File: src/rtl/voice_mixer_dac.sv
// voice_mixer_dac: snapshots NUM_VOICES unsigned voices on each sample_clock
// rising edge, mixes them one voice per clk with per-voice gain, saturates the
// result back to BITDEPTH unsigned and drives a first-order delta-sigma bit.
module voice_mixer_dac #(
    parameter int BITDEPTH   = 14,
    parameter int NUM_VOICES = 4,
    parameter int GAIN_BITS  = 4
) (
    input  logic                            clk,
    input  logic                            rst_n,
    input  logic                            sample_clock,
    input  logic [NUM_VOICES*BITDEPTH-1:0]  voices_in,
    input  logic [NUM_VOICES*GAIN_BITS-1:0] voice_gain,
    input  logic [NUM_VOICES-1:0]           voice_enable,
    output logic [BITDEPTH-1:0]             mix_out,
    output logic                            mix_valid,
    output logic                            clip,
    output logic                            pdm_out
);

    localparam int IDX_W  = (NUM_VOICES > 1) ? $clog2(NUM_VOICES) : 1;
    localparam int ACC_W  = BITDEPTH + GAIN_BITS + $clog2(NUM_VOICES) + 1;
    localparam int PROD_W = BITDEPTH + GAIN_BITS + 2;

    localparam logic [IDX_W-1:0]           LAST_IDX = IDX_W'(NUM_VOICES - 1);
    localparam logic [BITDEPTH-1:0]        MID      = {1'b1, {(BITDEPTH-1){1'b0}}};
    localparam logic signed [ACC_W-1:0]    S_MAX    = ACC_W'(2**(BITDEPTH-1) - 1);
    localparam logic signed [ACC_W-1:0]    S_MIN    = ACC_W'(-(2**(BITDEPTH-1)));

    typedef enum logic [1:0] {IDLE, ACCUM, SCALE} state_t;

    // Centre the unsigned voice on MID and scale by the unsigned gain.
    function automatic logic signed [ACC_W-1:0] voice_term(
        input logic [BITDEPTH-1:0]  voice,
        input logic [GAIN_BITS-1:0] gain
    );
        logic signed [BITDEPTH:0]   centered;
        logic signed [GAIN_BITS:0]  g;
        logic signed [PROD_W-1:0]   prod;
        centered = $signed({1'b0, voice}) - $signed({1'b0, MID});
        g        = $signed({1'b0, gain});
        prod     = PROD_W'(centered) * PROD_W'(g);
        return ACC_W'(prod);
    endfunction

    // Drop the gain fraction (floor) and clamp to the unsigned output range.
    // Result is {clip, mix}.
    function automatic logic [BITDEPTH:0] saturate(input logic signed [ACC_W-1:0] acc);
        logic signed [ACC_W-1:0] s;
        s = acc >>> GAIN_BITS;
        if (s > S_MAX) begin
            return {1'b1, {BITDEPTH{1'b1}}};
        end else if (s < S_MIN) begin
            return {1'b1, {BITDEPTH{1'b0}}};
        end else begin
            return {1'b0, s[BITDEPTH-1:0] + MID};
        end
    endfunction

    state_t                    state_q, state_d;
    logic [IDX_W-1:0]          idx_q, idx_d;
    logic signed [ACC_W-1:0]   acc_q, acc_d;
    logic [BITDEPTH-1:0]       mix_q, mix_d;
    logic                      clip_q, clip_d;
    logic                      valid_q, valid_d;
    logic [BITDEPTH:0]         ds_q, ds_d;
    logic                      pdm_q, pdm_d;
    logic                      sc_dly_q;
    logic                      start;
    logic                      capture;

    logic [BITDEPTH-1:0]       voice_s_q [NUM_VOICES];
    logic [GAIN_BITS-1:0]      gain_s_q  [NUM_VOICES];
    logic [NUM_VOICES-1:0]     en_s_q;

    assign start = sample_clock & ~sc_dly_q;

    // Next-state logic: mixer FSM plus the free-running delta-sigma modulator.
    always_comb begin
        state_d = state_q;
        idx_d   = idx_q;
        acc_d   = acc_q;
        mix_d   = mix_q;
        clip_d  = clip_q;
        valid_d = 1'b0;
        capture = 1'b0;
        case (state_q)
            IDLE: begin
                if (start) begin
                    capture = 1'b1;
                    acc_d   = '0;
                    idx_d   = '0;
                    state_d = ACCUM;
                end
            end
            ACCUM: begin
                if (en_s_q[idx_q]) begin
                    acc_d = acc_q + voice_term(voice_s_q[idx_q], gain_s_q[idx_q]);
                end
                if (idx_q == LAST_IDX) begin
                    idx_d   = '0;
                    state_d = SCALE;
                end else begin
                    idx_d = idx_q + 1'b1;
                end
            end
            SCALE: begin
                {clip_d, mix_d} = saturate(acc_q);
                valid_d         = 1'b1;
                state_d         = IDLE;
            end
            default: state_d = IDLE;
        endcase
        ds_d  = {1'b0, ds_q[BITDEPTH-1:0]} + {1'b0, mix_q};
        pdm_d = ds_q[BITDEPTH];
    end

    // Control, accumulator, outputs and modulator state.
    always_ff @(posedge clk or negedge rst_n) begin
        if (!rst_n) begin
            state_q  <= IDLE;
            idx_q    <= '0;
            acc_q    <= '0;
            mix_q    <= MID;
            clip_q   <= 1'b0;
            valid_q  <= 1'b0;
            ds_q     <= '0;
            pdm_q    <= 1'b0;
            sc_dly_q <= 1'b1;
        end else begin
            state_q  <= state_d;
            idx_q    <= idx_d;
            acc_q    <= acc_d;
            mix_q    <= mix_d;
            clip_q   <= clip_d;
            valid_q  <= valid_d;
            ds_q     <= ds_d;
            pdm_q    <= pdm_d;
            sc_dly_q <= sample_clock;
        end
    end

    // Input snapshot taken on the accepted start so later input changes cannot disturb the mix.
    always_ff @(posedge clk) begin
        if (capture) begin
            for (int v = 0; v < NUM_VOICES; v++) begin
                voice_s_q[v] <= voices_in[v*BITDEPTH +: BITDEPTH];
                gain_s_q[v]  <= voice_gain[v*GAIN_BITS +: GAIN_BITS];
            end
            en_s_q <= voice_enable;
        end
    end

    assign mix_out   = mix_q;
    assign clip      = clip_q;
    assign mix_valid = valid_q;
    assign pdm_out   = pdm_q;

endmodule

File: config.mk
export PLATFORM = sky130hd
export DESIGN_NAME = voice_mixer_dac
export DESIGN_NICKNAME = d
export VERILOG_FILES = /design/src/rtl/voice_mixer_dac.sv
export SDC_FILE = /design/constraint.sdc
export NUM_CORES = 1
export LEC_CHECK = 0
export BUFFER_PORTS_ARGS = -buffer_cell sky130_fd_sc_hd__buf_4
export CAP_MARGIN = 20
export CELL_PAD_IN_SITES_DETAIL_PLACEMENT = 0
export CELL_PAD_IN_SITES_GLOBAL_PLACEMENT = 1
export CORE_ASPECT_RATIO = 1.25
export CORE_MARGIN = 2
export CORE_UTILIZATION = 43
export DETAILED_ROUTE_END_ITERATION = 12
export GPL_ROUTABILITY_DRIVEN = 0
export PLACE_DENSITY_LB_ADDON = 0.1
export SLEW_MARGIN = 30
export SYNTH_ARGS = -nofsm -noshare
export SYNTH_HDL_FRONTEND = slang
export SYNTH_SLANG_ARGS = --single-unit
export TNS_END_PERCENT = 20
File: constraint.sdc
create_clock -name clk -period 5.2 [get_ports clk]
set_input_delay 0.26 -clock clk [delete_from_list [all_inputs] [get_ports clk]]
set_output_delay 0.26 -clock clk [all_outputs]
set_load 0.01 [all_outputs]
== Word level (Yosys, flattened, before mapping) ==
Memories as Yosys holds them, arrays and structs flattened.
Cells that the tools add are included.

* Word-level logic and storage cells: 52
* Bits in writable memories: 72
* Input port bits: 79
* Register bits: 62
* Memories kept: 2

* Multiplexer cells: 18
* Equal/unequal tests: 6
* Multiply operators: 1
* Add/subtract/negate cells: 5
* Magnitude comparators: 3
* Reduce and logical (&&, ||, !) cells: 5
* Bitwise logic cells: 2

{| class="wikitable"
|+ Memories
! name !! depth !! width !! read ports !! clocked after Yosys merged registers in !! write ports !! line !! source
|-
| voice_s_q || 4 || 14 || 1 || 0 || 4 || 72 || <nowiki>logic [BITDEPTH-1:0] voice_s_q [NUM_VOICES];</nowiki>
|-
| gain_s_q || 4 || 4 || 1 || 0 || 4 || 73 || <nowiki>logic [GAIN_BITS-1:0] gain_s_q [NUM_VOICES];</nowiki>
|}

{| class="wikitable"
|+ Operators with widths
! cell !! count
|-
| 21-bit two-way mux || 2
|-
| 21-bit case mux with 2 select lines || 1
|-
| 15-bit two-way mux || 2
|-
| 21-bit by 20-bit adder with 21-bit output || 1
|-
| 15-bit by 5-bit multiplier with 20-bit output || 1
|-
| 17-bit by 14-bit > comparator with 1-bit output, second input constant || 1
|-
| 17-bit by 14-bit < comparator with 1-bit output, second input constant || 1
|-
| 14-bit by 14-bit adder with 15-bit output || 1
|-
| 14-bit by 14-bit subtractor with 15-bit output, second input constant || 1
|-
| 14-bit adder, second input constant || 1
|-
| 2-bit two-way mux || 4
|-
| 2-bit case mux with 2 select lines || 2
|-
| 1-bit two-way mux || 6
|-
| 2-bit != test, second input constant || 3
|-
| 2-bit == test, second input constant || 2
|-
| 2-bit AND reduction || 2
|-
| 2-bit by 3-bit < comparator with 1-bit output, second input constant || 1
|-
| 3-bit AND reduction || 1
|-
| 2-bit by 1-bit adder with 2-bit output, second input constant || 1
|-
| 1-bit binary-select mux with 2-bit select || 1
|-
| 2-bit by 1-bit == test with 1-bit output, second input constant || 1
|-
| 2-bit logical NOT || 1
|-
| 2-bit nonzero test || 1
|-
| 1-bit bitwise AND || 1
|-
| 1-bit NOT || 1
|}

== Depth between registers and ports, before layout ==
Gate-level depths: netlist of run 1.

* Depth in word-level cells: 6
* Mapped depth: 19

== Least setup slack after synthesis of run 1 ==
No wires, ideal clock.

* Path type: register to register
* Start point: register idx_q[0]
* End point: register acc_q[19]
* Cell stages (with the launch flop): 18
* Setup slack: 82 ps
* Period minus slack after synthesis: 5118 ps
* Path buffers: 1
* Required time: 5070 ps
* Arrival time: 4988 ps
* Cells stage by stage: dfrtp_1 > buf_2 > mux4_2 > nor2b_1 > fa_1 > fa_1 > inv_1 > fa_1 > inv_1 > ha_1 > nand2_1 > nor3_1 > nor4_1 > o21ai_1 > a221o_1 > a21oi_1 > xor2_1 > o21ai_1

* Word-level cells in the longest chain between the ends: 6
* Elaborated cells on any way between the ends: 11
* Those cells by class: add/sub: 2; mul: 1; eq/ne: 1; mux: 4; reduce/logical: 1; memory: 2

{| class="wikitable"
|+ Ends and longest elaborated chain
! element !! line !! source
|-
| start: declaration || 61 || <nowiki>logic [IDX_W-1:0] idx_q, idx_d;</nowiki>
|-
| start signal: assignment || 132 || <nowiki>idx_q <= idx_d;</nowiki>
|-
| memory read 4 x 14 bit || - ||
|-
| 14-bit by 14-bit subtractor with 15-bit output || 40 || <nowiki>centered = $signed({1'b0, voice}) - $signed({1'b0, MID});</nowiki>
|-
| 15-bit by 5-bit multiplier with 20-bit output || 42 || <nowiki>prod = PROD_W'(centered) * PROD_W'(g);</nowiki>
|-
| 21-bit by 20-bit adder with 21-bit output || 98 || <nowiki>acc_d = acc_q + voice_term(voice_s_q[idx_q], gain_s_q[idx_q]);</nowiki>
|-
| 21-bit two-way mux || 97 || <nowiki>if (en_s_q[idx_q]) begin</nowiki>
|-
| 21-bit case mux with 2 select lines || 87 || <nowiki>case (state_q)</nowiki>
|-
| end signal: assignment || 123 || <nowiki>acc_q <= '0;</nowiki>
|-
| end signal: assignment || 133 || <nowiki>acc_q <= acc_d;</nowiki>
|-
| end: declaration || 62 || <nowiki>logic signed [ACC_W-1:0] acc_q, acc_d;</nowiki>
|}

Parallel ways exist; a longest one is shown, timed or not. The select of a mux whose other input is x is not followed.
A chain may end at the register's enable or synchronous reset.

== Final worst setup path of run 1 ==
Ends and elaborated chain as after synthesis.

==> qor.yml, run 1 <==
status: "finished clean"
io_pins: 96
cpMostUsedCell: "fa_1"
slew_viol_final: 0
period_share_pct: 96.1
syn_nets: 887
clk_pin_slew_ns: 0.07
layout-drive-gt1-share_pct: 20.3
grt_first_pass_wirelength_um: 28100
ys_types: 46
avgSynthCellArea_sq_um: 11.7
dp.final_hpwl_um: 12800
grt_overflow_total: 0
synth_top_cell_by_area: "edfxtp_1"
fin_util_pct: 55.0
h-tree-depth: 4
grt_antenna_before_repair: 0
clkLatencyLatePin_ns: 0.42
detail_route.vias_per_cell: 5.00
maxCapViolations: 0
ys_seq_area_share_pct: 45.6
synth_flop_cell: "edfxtp_1"
multiInputGateArea_sq_um: 4030
slowest_delay_ns: 0.70
root_buffer: "clkbuf_16"
drt-total-wl_um: 17100
crit_family: "adder cells"
syn-instance-count: 700
fmaxAchievable_mhz: 200
cts_tree: "done"
min_period_ns: 5.00
drcViolationCount: 0
start_util_pct: 43.8
crit_chain: "buf_12 -> mux4_1 -> and2_1 -> fa_1 -> fa_1 -> inv_1 -> fa_1 -> inv_1 -> ha_1 -> nand4_1 -> nor3_1 -> nor4_2 -> o21ai_2 -> a221o_1 -> a21oi_1 -> xor2_1 -> o21ai_1"
seq_area_sq_um: 3740
hold_violations: 0
num_rows: 56
drt-pass1-iter-count: 4
cts.sinks: 134
critical_path_class: "flip-flop to flip-flop"
n_antenna_cell: 0
clk_path_buf_depth: 2
port_buffers: 95
cp_max_fo: 11
die_area_sq_um: 20200
syn_area_sq_um: 8190
fin_skew_ns: 0.00952
fillers: 1592
crit_path_top_delay_cell: "mux4_1"
grt_use_total_pct: 17.9
final_nets: 1039
synth_most_common_cell: "inv_1"
cts_buffers: 17
finalSetupViolations: 0
synth_top_area_share_pct: 27.9
dieHeight_um: 158
ys_ff_latch: 134
grt_pass1_vias: 5843
netlist_top_cells_count: "inv_1 (103), edfxtp_1 (76), ha_1 (57)"
hold_path.class: "primary input to flip-flop"
coreArea_sq_um: 18700
slew_headroom_pct: 39.5
die_w_um: 127
yosysWarnings: 0
grt_max_degree: 59
synth_area_leaders: "edfxtp_1 (28%), dfrtp_1 (17%), fa_1 (12%)"
vias: 5480
async_flop_share_pct: 43.3
rsz0062_at_grt: "true"
wl_per_cell_um: 15.6
arrival_ns: 5.30
cp-end-kind: "flip-flop"
synth-edff-count: 76
cp_num_buf_inv: 3
cp.required_ns: 5.50
area_growth_pct: 25.8
startpoint_type: "flip-flop"
drt-initial-drc-count: 152
max_slew.worst_pin.slew_ns: 0.907
ant_nets: 0
## timing repair
action / CTS / global route
gates resized for setup: 0 / 5
endpoints found under the setup margin: 1 / 6
cloned: 0 / 2
hold endpoints to repair: 96 / 2
pin swaps: 0 / 2
hold buffers: 41 / 2
setup buffers: 1 / 1
## registers in the layout, summed over array words and instances (netlist names)
signal,cells
mix_out,14
clip,1
ds_q,15
acc_q,21
pdm_out,1
state_q,2
mix_valid,1
sc_dly_q,1
en_s_q,4
voice_s_q,56
idx_q,2
gain_s_q,16
## cell type report
type | count | area share, %
clock buffers | 18 | 4.17
clock inverters | 14 | 1.28
inverters | 103 | 3.76
multi-input cells | 444 | 39.1
flip-flops and latches | 134 | 36.3
well taps | 232 | 2.82
repair buffers | 152 | 12.5
## through the flow
stage                     std cells  setup WS (ns)  cell area, sq um  hold WS [ns]  TNS, ns
after floorplan                 700         0.0822              8190       -0.0356        0
after detailed placement       1018        -0.0144              9220         0.348  -0.0144
after CTS                      1092        0.00146             10200      0.000476        0
final                          1097          0.202             10300        0.0148        0
after global placement         1018          0.102              9220         0.337        0
after global routing           1097        -0.0483             10300       0.00118  -0.0837
## per-layer routing
layer / share of wire (%) / wire [um] / up-vias / GRT usage (%)
li1: - / - / 2683 / -
met1: 42 / 7240 / 2664 / 21.7
met2: 53 / 9060 / 117 / 32.2
met3: 3.0 / 517 / 16 / 2.82
met4: 1.5 / 250 / 0 / 6.44
met5: 0 / 0 / - / 0
## final timing paths
kind / startpoint / endpoint / slack [ns] / cells after the start
max: idx_q[0] / acc_q[19] / 0.20 / 17
min: voice_gain[2] / gain_s_q[0][2] / 0.01 / 1
max reg2reg: idx_q[0] / acc_q[19] / 0.20 / 17
min reg2reg: ds_q[14] / pdm_out / 0.36 / 0
max in group asynchronous: rst_n / idx_q[0] / 4.21 / 2
min in group asynchronous: rst_n / clip / 0.46 / 2
## kinds of logic (layout without fill, tap and decap cells)
family | count (synthesis) | count (layout) | share of synthesized area (%)
fa+ha+maj | 108 | 108 | 21.2
buf+inv | 123 | 287 | 5.69
simple gates | 172 | 172 | 10.5
mux | 19 | 20 | 5.23
compound gates | 116 | 116 | 8.80
xor+xnor | 28 | 28 | 3.00
flops | 134 | 134 | 45.6
## layout by cell type (no fill, tap or decap), drive strengths merged, types with 22 or more instances in the layout
master | Yosys | layout
fa | 51 | 51
buf | 4 | 108
inv | 103 | 112
dfrtp | 56 | 56
a21oi | 27 | 27
ha | 57 | 57
o21ai | 49 | 49
and2 | 49 | 49
nand2 | 55 | 55
edfxtp | 76 | 76
nor2 | 23 | 23
dlygate4sd3 | 0 | 43
nand3 | 22 | 22
Power of run 1 is not shown: default switching activity piles up to over one toggle a cycle in this logic, so the estimate is an artifact.
==> inputs of run 2 (changes only) <==
- CORE_UTILIZATION: 43 -> 48
- clock period: 5.2 -> 4.8 ns (I/O delays scaled with it)
==> run 2 against run 1 <==
Net effect:
- final area rose by 11%
- wire length is 16% higher
- core utilization rose by 13 points
- die area fell by 10%
- global-route usage increased by 5.0 points
- count of clock-buffer cells in the layout did not move
- clock skew barely moved
- sequential share of layout area fell by 3.6 points
- register-to-register slack worse by 0.20 ns
- maximum frequency is 4.3% higher
- highest routed layer unchanged
==> qor.yml, run 2 (synthesis gave the netlist of run 1 again) <==
status: "finished clean"
drcViolationCount: 0  # unchanged
top_usage_layer: "met2"
num_rows: 53  # -5.4%
met1_usage_pct: 25.5  # +3.8 points
fillers: 1188  # -25%
fin_skew_ns: 0.00969  # +0.000165 ns
arrival_ns: 5.11  # -0.19 ns
met2_usage_pct: 42.0  # +9.8 points
dieHeight_um: 150  # -5.2%
clk_pin_slew_ns: 0.06  # about the same
drt-initial-drc-count: 196  # +29%
startpoint_type: "flip-flop"
slew_headroom_pct: 43.0  # +3.5 points
critical_path_class: "flip-flop to flip-flop"
grt_max_degree: 79  # +34%
min_period_ns: 4.79  # -0.205 ns
io_pins: 96  # unchanged
grt_pass1_vias: 6396  # +9.5%
cp-end-kind: "flip-flop"
vias: 5970  # +8.9%
start_util_pct: 48.8  # +5.0 points
hold_path.class: "flip-flop to flip-flop"
cts_tree: "done"
drt-total-wl_um: 19800  # +16%
cp.required_ns: 5.11  # -0.39 ns
clk_path_buf_depth: 2  # unchanged
largest_register: "voice_s_q"
drt-pass1-iter-count: 4  # unchanged
die_w_um: 121  # -5.2%
root_buffer: "clkbuf_16"
top_regs: "voice_s_q: 56 flops, acc_q: 21 flops, gain_s_q: 16 flops"
cts.sinks: 134  # unchanged
grt_antenna_before_repair: 0  # unchanged
fmaxAchievable_mhz: 209  # +4.3%
largest_register_ffs: 56  # unchanged
cp_max_fo: 5  # -6
n_antenna_cell: 0  # unchanged
maxCapViolations: 0  # unchanged
detail_route.vias_per_cell: 5.13  # +2.8%
rsz0062_at_grt: "true"
dp.final_hpwl_um: 13000  # +1.3%
final_nets: 1117  # +7.5%
clkLatencyLatePin_ns: 0.43  # about the same
grt_overflow_total: 0  # unchanged
fin_util_pct: 68.0  # +13 points
met3_usage_pct: 4.15  # +1.3 points
h-tree-depth: 4  # unchanged
final_common_cell: "buf_4"
wl_per_cell_um: 17.0  # +9.4%
layout-drive-gt1-share_pct: 28.5  # +8.2 points
final_cell_mix: "buf_4 (136), inv_1 (94), dlygate4sd3_1 (78)"
area_growth_pct: 39.4
hold_violations: 0  # unchanged
cts_buffers: 17  # unchanged
ant_nets: 0  # unchanged
grt_use_total_pct: 22.9  # +5.0 points
max_slew.worst_pin.slew_ns: 0.855  # -0.0526 ns
finalSetupViolations: 0  # unchanged
slew_viol_final: 0  # unchanged
port_buffers: 95  # unchanged
die_area_sq_um: 18100  # -10%
coreArea_sq_um: 16800  # -10%
grt_first_pass_wirelength_um: 31500  # +12%
period_share_pct: 99.9  # +3.7 points
[run 2: path summary, 6_finish.rpt]
| check | start | to | slack [ns] | depth (start not counted) |
|---|---|---|---|---|
| min | ds_q[14] | pdm_out | 0.36 | 0 |
| min reg2reg | ds_q[14] | pdm_out | 0.36 | 0 |
| max reg2reg | idx_q[0] | acc_q[20] | 0.006 | 19 |
| max in group asynchronous | rst_n | idx_q[0] | 3.85 | 2 |
| min in group asynchronous | rst_n | mix_valid | 0.42 | 2 |
| max | idx_q[0] | acc_q[20] | 0.006 | 19 |
[run 2: final cells by class]
| type | instances | area [sq um] | share of cell area (%) |
|---|---|---|---|
| multi-input cells | 446 | 4390 | 38.4 |
| flip-flops and latches | 134 | 3740 | 32.7 |
| repair buffers | 228 | 2010 | 17.6 |
| clock buffers | 18 | 429 | 3.76 |
| inverters | 103 | 387 | 3.39 |
| well taps | 220 | 275 | 2.41 |
| clock inverters | 14 | 186 | 1.63 |
[run 2: stage by stage]
| step | setup TNS (ns) | instance area, sq um | instances | worst slack [ns] | hold slack [ns] |
|---|---|---|---|---|---|
| after floorplan | 0 | 8210 | 700 | 0.00808 | -0.0556 |
| after global placement | -0.515 | 9440 | 1035 | -0.253 | 0.333 |
| after detailed placement | -0.637 | 9440 | 1035 | -0.236 | 0.347 |
| after CTS | -0.00186 | 11100 | 1155 | -0.00186 | 0.364 |
| after global routing | -0.376 | 11400 | 1163 | -0.144 | 0.363 |
| final | 0 | 11400 | 1163 | 0.00620 | 0.364 |
[run 2: metal layers]
metal  vias to the layer above  share of wire, %
met2                       166                54
met3                        58               4.0
met4                         0               4.0
met5                         -                 0
met1                      2902                38
li1                       2844                 -
[run 2: worst max-delay path, stage by stage, from the launching register on]
cell and delay [ns]:
dfrtp_2 0.40, buf_12 0.14, mux4_2 0.58, buf_6 0.16, buf_6 0.10, and2_4 0.13, fa_1 0.48, fa_1 0.56
inv_1 0.05, fa_1 0.49, inv_2 0.05, ha_4 0.28, o211ai_1 0.08, a21o_1 0.19, a21o_1 0.18, a21oi_2 0.20
o21ai_2 0.12, and3_4 0.20, o21ai_2 0.10, a21bo_1 0.20
[run 2: what timing repair did]
| action | CTS | global route |
|---|---|---|
| endpoints found under the hold margin | 133 | 0 |
| pin swaps | 13 | 54 |
| gates cloned | 3 | 1 |
| buffers inserted | 7 | 9 |
| hold buffers | 78 | 0 |
| resized for setup | 31 | 48 |
| endpoints found under the setup margin | 5 | 8 |
Power of run 2 is left out for the same reason.
==> inputs of run 3 (changes only) <==
- CELL_PAD_IN_SITES_DETAIL_PLACEMENT: 0 -> 2
- CELL_PAD_IN_SITES_GLOBAL_PLACEMENT: 1 -> 2
- CORE_UTILIZATION: 48 -> 40
==> run 3 against run 2 <==
Net effect:
- the run now ends with negative setup slack left
- first-iteration DRC count grew to 3.5 times the previous value
- register-to-register slack worse by 0.74 ns
- sequential cell count stayed put
- count of clock-buffer cells in the layout stayed put
- non-clock buffer count is 22 higher
- cell count is 6.3% higher
- core utilization is 9.9 points lower
- global-route usage is 12 points higher
- die area is 19% higher
- clock skew is 0.014 ns higher
- critical endpoint is now acc_q[18]
- largest cell class unchanged
==> qor.yml, run 3 (synthesis gave the netlist of run 1 again) <==
setup_ws_ns: -0.734  # -0.740 ns
dp.final_hpwl_um: 17000  # +31%
drt-initial-drc-count: 695  # +250%
reg2reg_to: "acc_q[18]"
pre_cts_slack_ns: -0.466  # -0.230 ns
arrival_ns: 5.83  # +0.72 ns
slew_viol_final: 0  # unchanged
period_share_pct: 115  # +15 points
wl_per_cell_um: 34.8  # +100%
rsz0062_at_grt: "true"
max_slew.worst_pin.slew_ns: 0.816  # -0.0392 ns
min_period_ns: 5.53  # +0.740 ns
grt_pass1_vias: 8250  # +29%
r2r-start: "idx_q[0]"
cp_num_buf_inv: 5  # unchanged
grt_overflow_total: 0  # unchanged
cts.sinks: 134  # unchanged
clkLatencyLatePin_ns: 0.48  # +0.05 ns
fillers: 1850  # +56%
drt-pass1-iter-count: 4  # unchanged
cts_tree: "done"
clk_path_buf_depth: 2  # unchanged
critical_path_class: "flip-flop to flip-flop"
drcViolationCount: 0  # unchanged
hold_path_depth: 0  # unchanged
startpoint_type: "flip-flop"
fmaxAchievable_mhz: 181  # -13%
die_w_um: 132  # +9.2%
final_common_cell: "buf_4"
fin_skew_ns: 0.0235  # +0.0138 ns
h-tree-depth: 4  # unchanged
num_rows: 58  # +9.4%
grt_first_pass_wirelength_um: 54700  # +73%
crit_family: "adder cells"
largest_register: "voice_s_q"
slew_headroom_pct: 45.6  # +2.6 points
grt_max_degree: 79  # unchanged
clk_pin_slew_ns: 0.09  # +0.03 ns
status: "finished with violations"
coreArea_sq_um: 20100  # +20%
cp-end-kind: "flip-flop"
cp.required_ns: 5.10  # about the same
drt-total-wl_um: 43100  # +120%
seq_area_sq_um: 3740  # about the same
cts_buffers: 17  # unchanged
start_util_pct: 40.7  # -8.1 points
worst-r2r-setup-slack_ns: -0.73  # -0.74 ns
layout-drive-gt1-share_pct: 32.9  # +4.4 points
port_buffers: 95  # unchanged
largest_register_ffs: 56  # unchanged
multiInputGateArea_sq_um: 4480  # +2.1%
slowest_delay_ns: 0.60  # +0.02 ns
finalSetupViolations: 14  # +14
top_regs: "voice_s_q: 56 flops, acc_q: 21 flops, gain_s_q: 16 flops"
crit_chain: "buf_12 -> buf_12 -> buf_6 -> mux4_2 -> and2_4 -> fa_1 -> fa_1 -> inv_1 -> fa_1 -> inv_2 -> ha_4 -> o211ai_1 -> a21o_1 -> a21o_1 -> a21oi_4 -> a311oi_2 -> xor2_1 -> o21ai_0"
final_nets: 1138  # +1.9%
area_growth_pct: 42.8
hold_path.class: "flip-flop to flip-flop"
vias: 7357  # +23%
cpMostUsedCell: "fa_1"
dieHeight_um: 164  # +9.3%
root_buffer: "clkbuf_16"
io_pins: 96  # unchanged
grt_antenna_before_repair: 1  # +1
crit_path_top_delay_cell: "mux4_2"
worstHoldEndpoint: "pdm_out"
detail_route.vias_per_cell: 5.95  # +16%
ant_nets: 0  # unchanged
violations: "negative setup slack"
r2r_cells: 18  # -1
die_area_sq_um: 21600  # +19%
hold_violations: 0  # unchanged
grt_use_total_pct: 35.2  # +12 points
min_from: "ds_q[14]"
cp_max_fo: 7  # +2
final_cell_mix: "buf_4 (157), inv_1 (92), dlygate4sd3_1 (78)"
maxCapViolations: 0  # unchanged
## run 3: timing repair
item                                    4_1_cts  5_1_grt
buffers inserted                             24       12
hold buffers                                 77        1
gates cloned                                  2        0
endpoints found under the hold margin       132        1
pin swaps                                    45       22
gates resized for setup                      76       27
endpoints found under the setup margin       10       14
## run 3: layout make-up
cell class / count / area share [%]
diodes: 2 / 0.0428
clock buffers: 18 / 3.67
clock inverters: 14 / 1.21
inverters: 103 / 3.31
multi-input cells: 445 / 38.3
flip-flops and latches: 134 / 32.0
well taps: 270 / 2.89
repair buffers: 250 / 18.6
## run 3: worst max-delay path by stage
stage | depth (start not counted) | slack (ns) | startpoint | end
after floorplan | 17 | 0.008 | idx_q[0] | acc_q[19]
after global placement | 17 | -0.29 | idx_q[0] | acc_q[19]
after detailed placement | 17 | -0.47 | idx_q[0] | acc_q[19]
after CTS | 20 | -0.25 | idx_q[0] | acc_q[20]
after global routing | 18 | -0.84 | idx_q[0] | acc_q[18]
final | 18 | -0.73 | idx_q[0] | acc_q[18]
## run 3: routing by layer
metal / track usage, % / vias to the layer above / wire length, um
met1: 39.5 / 3824 / 15500
li1: - / 2883 / -
met3: 8.80 / 179 / 2870
met4: 19.3 / 0 / 3020
met5: 0 / - / 0
met2: 61.8 / 471 / 21700
## run 3: through the flow
| stage | instance area, sq um | std cells | hold slack (ns) | TNS (ns) | util (%) |
|---|---|---|---|---|---|
| 2_1_floorplan | 8210 | 700 | -0.0556 | 0 | - |
| 3_3_place_gp | 9500 | 1086 | 0.336 | -0.913 | 47.2 |
| 3_5_place_dp | 9500 | 1086 | 0.341 | -2.28 | 47.2 |
| 4_1_cts | 11500 | 1221 | 0.00376 | -1.00 | 57.1 |
| 5_1_grt | 11700 | 1234 | 0.364 | -7.40 | 58.1 |
| 6_report | 11700 | 1236 | 0.350 | -6.77 | 58.1 |
## run 3: worst reg2reg max path, stage by stage, from the launching register on
cell,delay [ns]
dfrtp_1,0.44
buf_12,0.16
buf_12,0.15
buf_6,0.13
mux4_2,0.60
and2_4,0.20
fa_1,0.49
fa_1,0.59
inv_1,0.07
fa_1,0.53
inv_2,0.07
ha_4,0.27
o211ai_1,0.33
a21o_1,0.19
a21o_1,0.22
a21oi_4,0.11
a311oi_2,0.31
xor2_1,0.32
o21ai_0,0.17
Power of run 3 is left out for the same reason.
